===== config.mk =====
export PLATFORM = sky130hd
export DESIGN_NAME = clint_slave
export DESIGN_NICKNAME = d
export VERILOG_FILES = /design/src/rtl/clint_slave.sv
export SDC_FILE = /design/constraint.sdc
export NUM_CORES = 1
export LEC_CHECK = 0
export CORE_ASPECT_RATIO = 0.6
export CORE_MARGIN = 4
export CORE_UTILIZATION = 50
export CTS_BUF_LIST = sky130_fd_sc_hd__clkbuf_4
export CTS_CLUSTER_SIZE = 12
export DETAILED_ROUTE_END_ITERATION = 7
export GPL_TIMING_DRIVEN = 0
export PLACE_DENSITY = 0.76
export SKIP_LAST_GASP = 1
export SYNTH_ARGS = -nofsm -noshare
export SYNTH_HDL_FRONTEND = slang
export SYNTH_SLANG_ARGS = --single-unit
export TNS_END_PERCENT = 100

===== constraint.sdc =====
create_clock -name clk -period 4.2 [get_ports clk]
set_clock_uncertainty 0.1 [all_clocks]
set_input_delay 0.84 -clock clk [delete_from_list [all_inputs] [get_ports clk]]
set_output_delay 0.84 -clock clk [all_outputs]
set_load 0.005 [all_outputs]

===== src/rtl/clint_slave.sv =====
// clint_slave: CLINT bus responder holding msip, mtimecmp and mtime.
// Drives per-hart timer (mti_o) and software (msi_o) interrupt lines.
//
// Ports:
//   clk, reset_n         clock, async active-low reset
//   req_valid/addr/wdata request (held until req_ready)
//   req_we/size          1 = write; size[1:0] = byte/half/word/dword
//   req_ready/rdata      one-cycle response strobe and read data
//   mtime_o              live mtime for the time CSR
//   mti_o, msi_o         per-hart interrupt lines
// Option: CLINT_MTIME_LATCH_EN adds an mtime high-word shadow for RV32.
module clint_slave #(
  parameter int XLEN           = 32,
  parameter int NUM_HARTS      = 1,
  parameter int MTIME_PRESCALE = 1
) (
  input  logic                 clk,
  input  logic                 reset_n,
  input  logic                 req_valid,
  input  logic [15:0]          req_addr,
  input  logic [63:0]          req_wdata,
  input  logic                 req_we,
  input  logic [2:0]           req_size,
  output logic                 req_ready,
  output logic [63:0]          req_rdata,
  output logic [63:0]          mtime_o,
  output logic [NUM_HARTS-1:0] mti_o,
  output logic [NUM_HARTS-1:0] msi_o
);

  if (XLEN != 32 && XLEN != 64) begin : g_bad_xlen
    $error("clint_slave: XLEN must be 32 or 64");
  end
  if (NUM_HARTS < 1 || NUM_HARTS > 8) begin : g_bad_harts
    $error("clint_slave: NUM_HARTS must be 1..8");
  end
  if (MTIME_PRESCALE < 1) begin : g_bad_ps
    $error("clint_slave: MTIME_PRESCALE must be >= 1");
  end

  localparam logic [0:0]  S_IDLE = 1'b0;
  localparam logic [0:0]  S_RESP = 1'b1;
  localparam logic [31:0] PS_MAX = 32'(MTIME_PRESCALE - 1);

  logic [0:0]                  state;
  logic [63:0]                 rdata_q;
  logic [63:0]                 mtime;
  logic [31:0]                 presc;
  logic [NUM_HARTS-1:0][63:0]  mtimecmp;
  logic [NUM_HARTS-1:0]        msip;

  logic unused_size2;
  assign unused_size2 = req_size[2];

  logic [1:0]  sz;
  logic [2:0]  off;
  logic [2:0]  midx;
  logic [2:0]  cidx;
  assign sz   = req_size[1:0];
  assign off  = req_addr[2:0];
  assign midx = req_addr[4:2];
  assign cidx = req_addr[5:3];

  logic [7:0]  lanes;
  logic [7:0]  be;
  logic [63:0] bm;
  logic [63:0] rmask;
  logic [63:0] wd_sh;
  logic        misal;

  always_comb begin
    lanes = 8'h00;
    misal = 1'b0;
    unique case (sz)
      2'd0: begin lanes = 8'h01; misal = 1'b0;       end
      2'd1: begin lanes = 8'h03; misal = off[0];     end
      2'd2: begin lanes = 8'h0f; misal = |off[1:0];  end
      default: begin lanes = 8'hff; misal = |off;    end
    endcase
    be    = lanes << off;
    bm    = '0;
    rmask = '0;
    for (int i = 0; i < 8; i++) begin
      bm[8*i +: 8]    = {8{be[i]}};
      rmask[8*i +: 8] = {8{lanes[i]}};
    end
  end

  assign wd_sh = req_wdata << {off, 3'b000};

  // msip is a 32-bit register, so a dword access there is unmapped.
  logic hit_msip;
  logic hit_cmp;
  logic hit_mtime;
  assign hit_msip  = (req_addr[15:5] == 11'd0)
                  && ({1'b0, midx} < 4'(NUM_HARTS))
                  && (sz != 2'd3);
  assign hit_cmp   = (req_addr[15:6] == 10'h100)
                  && ({1'b0, cidx} < 4'(NUM_HARTS));
  assign hit_mtime = (req_addr[15:3] == 13'h17ff);

  logic accept;
  logic wr_ok;
  logic tick;
  assign accept = (state == S_IDLE) && req_valid;
  assign wr_ok  = accept && req_we && !misal;
  assign tick   = (presc == PS_MAX);

  logic [7:0]       msip_pad;
  logic [7:0][63:0] cmp_pad;

  always_comb begin
    msip_pad = '0;
    cmp_pad  = '0;
    for (int h = 0; h < NUM_HARTS; h++) begin
      msip_pad[h] = msip[h];
      cmp_pad[h]  = mtimecmp[h];
    end
  end

  logic [63:0] mtime_rd;

`ifdef CLINT_MTIME_LATCH_EN
  logic [31:0] shadow;

  // A word read of the low half snapshots the high half so an RV32
  // pair of reads sees one coherent 64-bit value.
  always_ff @(posedge clk or negedge reset_n) begin
    if (!reset_n) begin
      shadow <= '0;
    end else if (accept && !req_we && hit_mtime
                 && sz == 2'd2 && off == 3'd0) begin
      shadow <= mtime[63:32];
    end
  end

  assign mtime_rd = (sz != 2'd3 && off[2])
                  ? {shadow, mtime[31:0]} : mtime;
`else
  assign mtime_rd = mtime;
`endif

  logic [63:0] cont;
  logic [63:0] rd_val;

  // msip words pack two per 64-bit slot; bit 0 sits in lane 0 or 4.
  always_comb begin
    cont = '0;
    unique case (1'b1)
      hit_msip:  cont = req_addr[2]
                      ? {31'b0, msip_pad[midx], 32'b0}
                      : {63'b0, msip_pad[midx]};
      hit_cmp:   cont = cmp_pad[cidx];
      hit_mtime: cont = mtime_rd;
      default:   cont = '0;
    endcase
    rd_val = misal ? 64'd0 : ((cont >> {off, 3'b000}) & rmask);
  end

  always_ff @(posedge clk or negedge reset_n) begin
    if (!reset_n) begin
      state   <= S_IDLE;
      rdata_q <= '0;
    end else begin
      unique case (state)
        S_IDLE: begin
          if (req_valid) begin
            state   <= S_RESP;
            rdata_q <= req_we ? 64'd0 : rd_val;
          end
        end
        S_RESP:  state <= S_IDLE;
        default: state <= S_IDLE;
      endcase
    end
  end

  // An mtime write wins over that cycle's increment; presc runs on.
  always_ff @(posedge clk or negedge reset_n) begin
    if (!reset_n) begin
      presc    <= '0;
      mtime    <= '0;
      mtimecmp <= '1;
      msip     <= '0;
    end else begin
      presc <= tick ? 32'd0 : presc + 32'd1;
      if (wr_ok && hit_mtime) begin
        mtime <= (mtime & ~bm) | (wd_sh & bm);
      end else if (tick) begin
        mtime <= mtime + 64'd1;
      end
      for (int h = 0; h < NUM_HARTS; h++) begin
        if (wr_ok && hit_cmp && cidx == 3'(h)) begin
          mtimecmp[h] <= (mtimecmp[h] & ~bm) | (wd_sh & bm);
        end
        if (wr_ok && hit_msip && midx == 3'(h)
            && off[1:0] == 2'b00) begin
          msip[h] <= req_wdata[0];
        end
      end
    end
  end

  always_comb begin
    mti_o = '0;
    for (int h = 0; h < NUM_HARTS; h++) begin
      mti_o[h] = (mtime >= mtimecmp[h]);
    end
  end

  assign msi_o     = msip;
  assign mtime_o   = mtime;
  assign req_ready = (state == S_RESP);
  assign req_rdata = rdata_q;

endmodule

==> results.json <==
{
  "number_of_fill_cells": 2754,
  "fin_crit_ps": 4280,
  "cts.root.buffer_cell": "sky130_fd_sc_hd__clkbuf_4",
  "post-synth-top-area-cell": "sky130_fd_sc_hd__dfrtp_1",
  "avgViaCountPerCell": 7.031,
  "power.switching_fraction": 0.3106,
  "worst_setup_path_start_kind": "primary input",
  "synth_edf_count": 0,
  "die_extent_in_x_um": 237.3,
  "placeableCoreArea_um2": 31150,
  "clkSlewWorstSetupHoldPaths_ps": 70,
  "post-route-period-util": 1.019,
  "achievable-frequency_mhz": 233.6,
  "yosysSeqAreaShare": 0.3635,
  "drv_cap": 1,
  "vias_in_the_first_global_route": 16605,
  "global_route.usage.total": 0.4310,
  "violations": "DRC, hold timing, capacitance limit, setup timing",
  "critPathMaxFanout": 10,
  "stdcell_area_um2": 19380,
  "tritoncts_num_sinks": 226,
  "power.density_cell_area_nw_per_um2": 259.9,
  "worst_hold_slack_ps": -34.54,
  "ys_types": 79,
  "number_of_antenna_violations_at_the_first_check_in_global_routing": 4,
  "syn_to_final_growth_pct": 22.81,
  "initial_core_util": 0.5065,
  "tns_ps": -268.7,
  "synth.avg_cell_area_um2": 8.890,
  "worst_path_max_delay_cell": "sky130_fd_sc_hd__clkbuf_1",
  "syn_inst": 1775,
  "place.detailed.hpwl_um": 59770,
  "power.share.combinational": 0.145,
  "async_flop_share": 1.000,
  "gpl.final_weighted_congestion": 1.124,
  "die_h_um": 145.6,
  "net-switching-power_w": 0.001565,
  "power_frac_clock": 0.406,
  "crit_family": "buffers and inverters",
  "yosysWarningCount": 0,
  "share_of_power_burned_in_registers": 0.449,
  "grt.overflow.total": 0,
  "grt_setup_unrepaired": "yes",
  "cp.required_ps": 4810,
  "most-common-layout-cells": "sky130_fd_sc_hd__clkdlybuf4s50_1, sky130_fd_sc_hd__nand2_1, sky130_fd_sc_hd__dfrtp_1, sky130_fd_sc_hd__nor2_1, sky130_fd_sc_hd__o21ai_0",
  "cts_hold_buf": 0,
  "drt-pass1-iter-count": 8,
  "synth_top_cell_area_share": 0.2569,
  "hold_violations": 4,
  "power_leakage_nw": 8.066,
  "max-slew-margin-rel": 0.007790,
  "cts-buffers-inserted": 57,
  "worst-slew-pin-transition_ps": 1473,
  "io_buffer_count": 213,
  "routedWlPerCell_um": 30.59,
  "maximum_number_of_pins_on_one_net_before_global_route_repair": 115,
  "cts_htree_levels": 2,
  "max-vdd-ir-drop_uv": 241.3,
  "path_buf_inv": 5,
  "grt_pass1_wl_um": 112200,
  "setup_violations": 6,
  "rr_worst_depth": 6,
  "synth_area_leaders": "sky130_fd_sc_hd__dfrtp_1, sky130_fd_sc_hd__dfstp_2, sky130_fd_sc_hd__mux2i_1",
  "rows": 50,
  "final_common_cell": "sky130_fd_sc_hd__clkdlybuf4s50_1",
  "crit_path_end_kind": "flip-flop",
  "critPathMaxStageDelay_ps": 780,
  "run_status": "finished, violations left",
  "tritoncts": "yes",
  "slew_viol_final": 0,
  "drive_above_1_share": 0.1352,
  "synth-main-ff-cell": "sky130_fd_sc_hd__dfrtp_1",
  "worstSkewPairLatency_ps": 780,
  "route.antenna.remaining_nets": 0,
  "floorplan.die_area_um2": 34560,
  "worst-r2r-setup-slack_ps": 340,
  "internal-power_w": 0.003473,
  "synth_nets": 1929,
  "min_path_type": "in -> async",
  "critPathKind": "in -> reg",
  "remaining_drc_errors": 4,
  "worstPathArrival_ps": 4890,
  "ys_seq_elements": 226,
  "detail_route.wirelength_um": 77090,
  "final_net_count": 2212,
  "timing.critical_path.cells": "clkdlybuf4s50_1 > clkbuf_1 > clkbuf_1 > buf_1 > clkbuf_1 > a21oi_1 > o21ai_0 > nor2_1 > a21oi_1",
  "syn-cell-area_um2": 15780,
  "cts-root-to-sink-buffers": 3,
  "setup_ws_ps": -79.97,
  "cpMostUsedCell": "sky130_fd_sc_hd__clkbuf_1",
  "place_area_um2": 18470,
  "route.vias.total": 17718,
  "detail_route.iter0.violations": 2858,
  "num_io_pins": 218
}
## layer usage
metal  global-route usage  share of wire  vias up
li1                     -              -     7330
met1               0.6065           0.40     8631
met2               0.5650           0.38     1481
met3               0.2172           0.17      272
met4               0.1563          0.045        4
met5                    0        0.00027        -
## worst register-to-register path, delay by kind of cell, from the launching register on
kind / cells / cell delay [ps]
AO/OA/AOI/OAI: 2 / 430
AND/OR/NAND/NOR: 4 / 2600
flip-flops: 1 / 640
## worst max-delay path by stage
stage	cells after the start	start	slack [ps]	to
global placement	1	reset_n	-7560	asynchronous set/reset pin
detailed placement	9	req_addr[5]	-820	req_rdata[39]$_DFFE_PN0P_
global route	10	flip-flop	-100	mti_o
finish	9	req_addr[1]	-80	flip-flop
floorplan	8	req_addr[4]	1370	req_rdata[0]$_DFFE_PN0P_
CTS	9	flip-flop	-10	mti_o
## cells in the mapped netlist (6+ instances only)
cell type and n:
sky130_fd_sc_hd__nor4_1 28, sky130_fd_sc_hd__nor3_1 41, sky130_fd_sc_hd__a22oi_1 60, sky130_fd_sc_hd__a22o_1 15
sky130_fd_sc_hd__a211o_1 8, sky130_fd_sc_hd__ha_1 67, sky130_fd_sc_hd__xnor2_1 21, sky130_fd_sc_hd__a21o_1 12
sky130_fd_sc_hd__nand4_1 41, sky130_fd_sc_hd__a221oi_1 32, sky130_fd_sc_hd__a31oi_1 10, sky130_fd_sc_hd__dfrtp_1 162
sky130_fd_sc_hd__o221ai_1 11, sky130_fd_sc_hd__o21ai_0 116, sky130_fd_sc_hd__o31ai_1 13, sky130_fd_sc_hd__nor2_1 127
sky130_fd_sc_hd__a221o_1 9, sky130_fd_sc_hd__o311ai_0 8, sky130_fd_sc_hd__mux4_2 16, sky130_fd_sc_hd__and2_1 20
sky130_fd_sc_hd__o22ai_1 11, sky130_fd_sc_hd__mux2_2 29, sky130_fd_sc_hd__nand3_1 56, sky130_fd_sc_hd__clkbuf_1 70
sky130_fd_sc_hd__xor2_1 9, sky130_fd_sc_hd__nand2b_1 13, sky130_fd_sc_hd__inv_1 82, sky130_fd_sc_hd__nand2_1 175
sky130_fd_sc_hd__a21oi_1 91, sky130_fd_sc_hd__a211oi_1 49, sky130_fd_sc_hd__or4_1 7, sky130_fd_sc_hd__a311oi_1 13
sky130_fd_sc_hd__and3_1 31, sky130_fd_sc_hd__dfstp_2 64, sky130_fd_sc_hd__buf_2 31, sky130_fd_sc_hd__and4_1 20
sky130_fd_sc_hd__nor2b_1 7, sky130_fd_sc_hd__mux2i_1 88, sky130_fd_sc_hd__buf_1 9, sky130_fd_sc_hd__or3_1 6
sky130_fd_sc_hd__o211ai_1 20
## per-stage QoR
| step | hold slack (ps) | util | setup WS [ps] | instances | total power, W |
|---|---|---|---|---|---|
| 3_3_place_gp | 365.1 | 0.5916 | -7556 | 2404 | 0.002975 |
| 5_1_grt | 99.57 | 0.6218 | -95.65 | 2517 | 0.005177 |
| 2_1_floorplan | 357.1 | - | 1366 | 1775 | 0.002578 |
| 6_report | -34.54 | 0.6220 | -79.97 | 2520 | 0.005038 |
| 3_5_place_dp | 370.0 | 0.5929 | -818.5 | 2406 | 0.002986 |
| 4_1_cts | 82.08 | 0.6194 | -9.658 | 2512 | 0.004972 |
## layout make-up
cell class                 instances  area (um2)  area share
timing repair buffer             224        2235      0.1153
clock buffer                      89       668.1     0.03448
tap                              416       520.5     0.02686
sequential                       226        5737      0.2960
multi-input combinational       1349        9324      0.4811
clock inverter                    12       72.57    0.003745
inverter                          85       319.1     0.01646
buffer                           115       494.2     0.02550
antenna                            4       10.01   0.0005165
## power by group through the flow
stage / Combinational [W] / Sequential, W / Clock, W
2_1_floorplan: 0.000298 / 0.00228 / 0
3_3_place_gp: 0.000677 / 0.00230 / 0
3_5_place_dp: 0.000688 / 0.00230 / 0
4_1_cts: 0.000691 / 0.00226 / 0.00202
5_1_grt: 0.000754 / 0.00226 / 0.00216
6_report: 0.000730 / 0.00226 / 0.00205
## cells by family (layout without fill, tap and decap cells)
logic type	count (synthesis)	count (layout)	synth area share
xor gates and xnor gates	30	30	0.01665
muxes	133	133	0.09935
other	0	4	0
DFF	226	226	0.3635
and+or+nand+nor	598	598	0.1905
AOI/OAI and AO/OA	521	521	0.2255
adders and majority gates	67	67	0.05312
buffers and inverters	200	525	0.05146
## timing repair
item                       in CTS  in global routing
setup endpoints to repair       4                 12
pin swaps                       7                  7
buffers inserted                5                  4
gates resized for setup        12                 11
No activity file was read; power rests on OpenSTA's default activity.
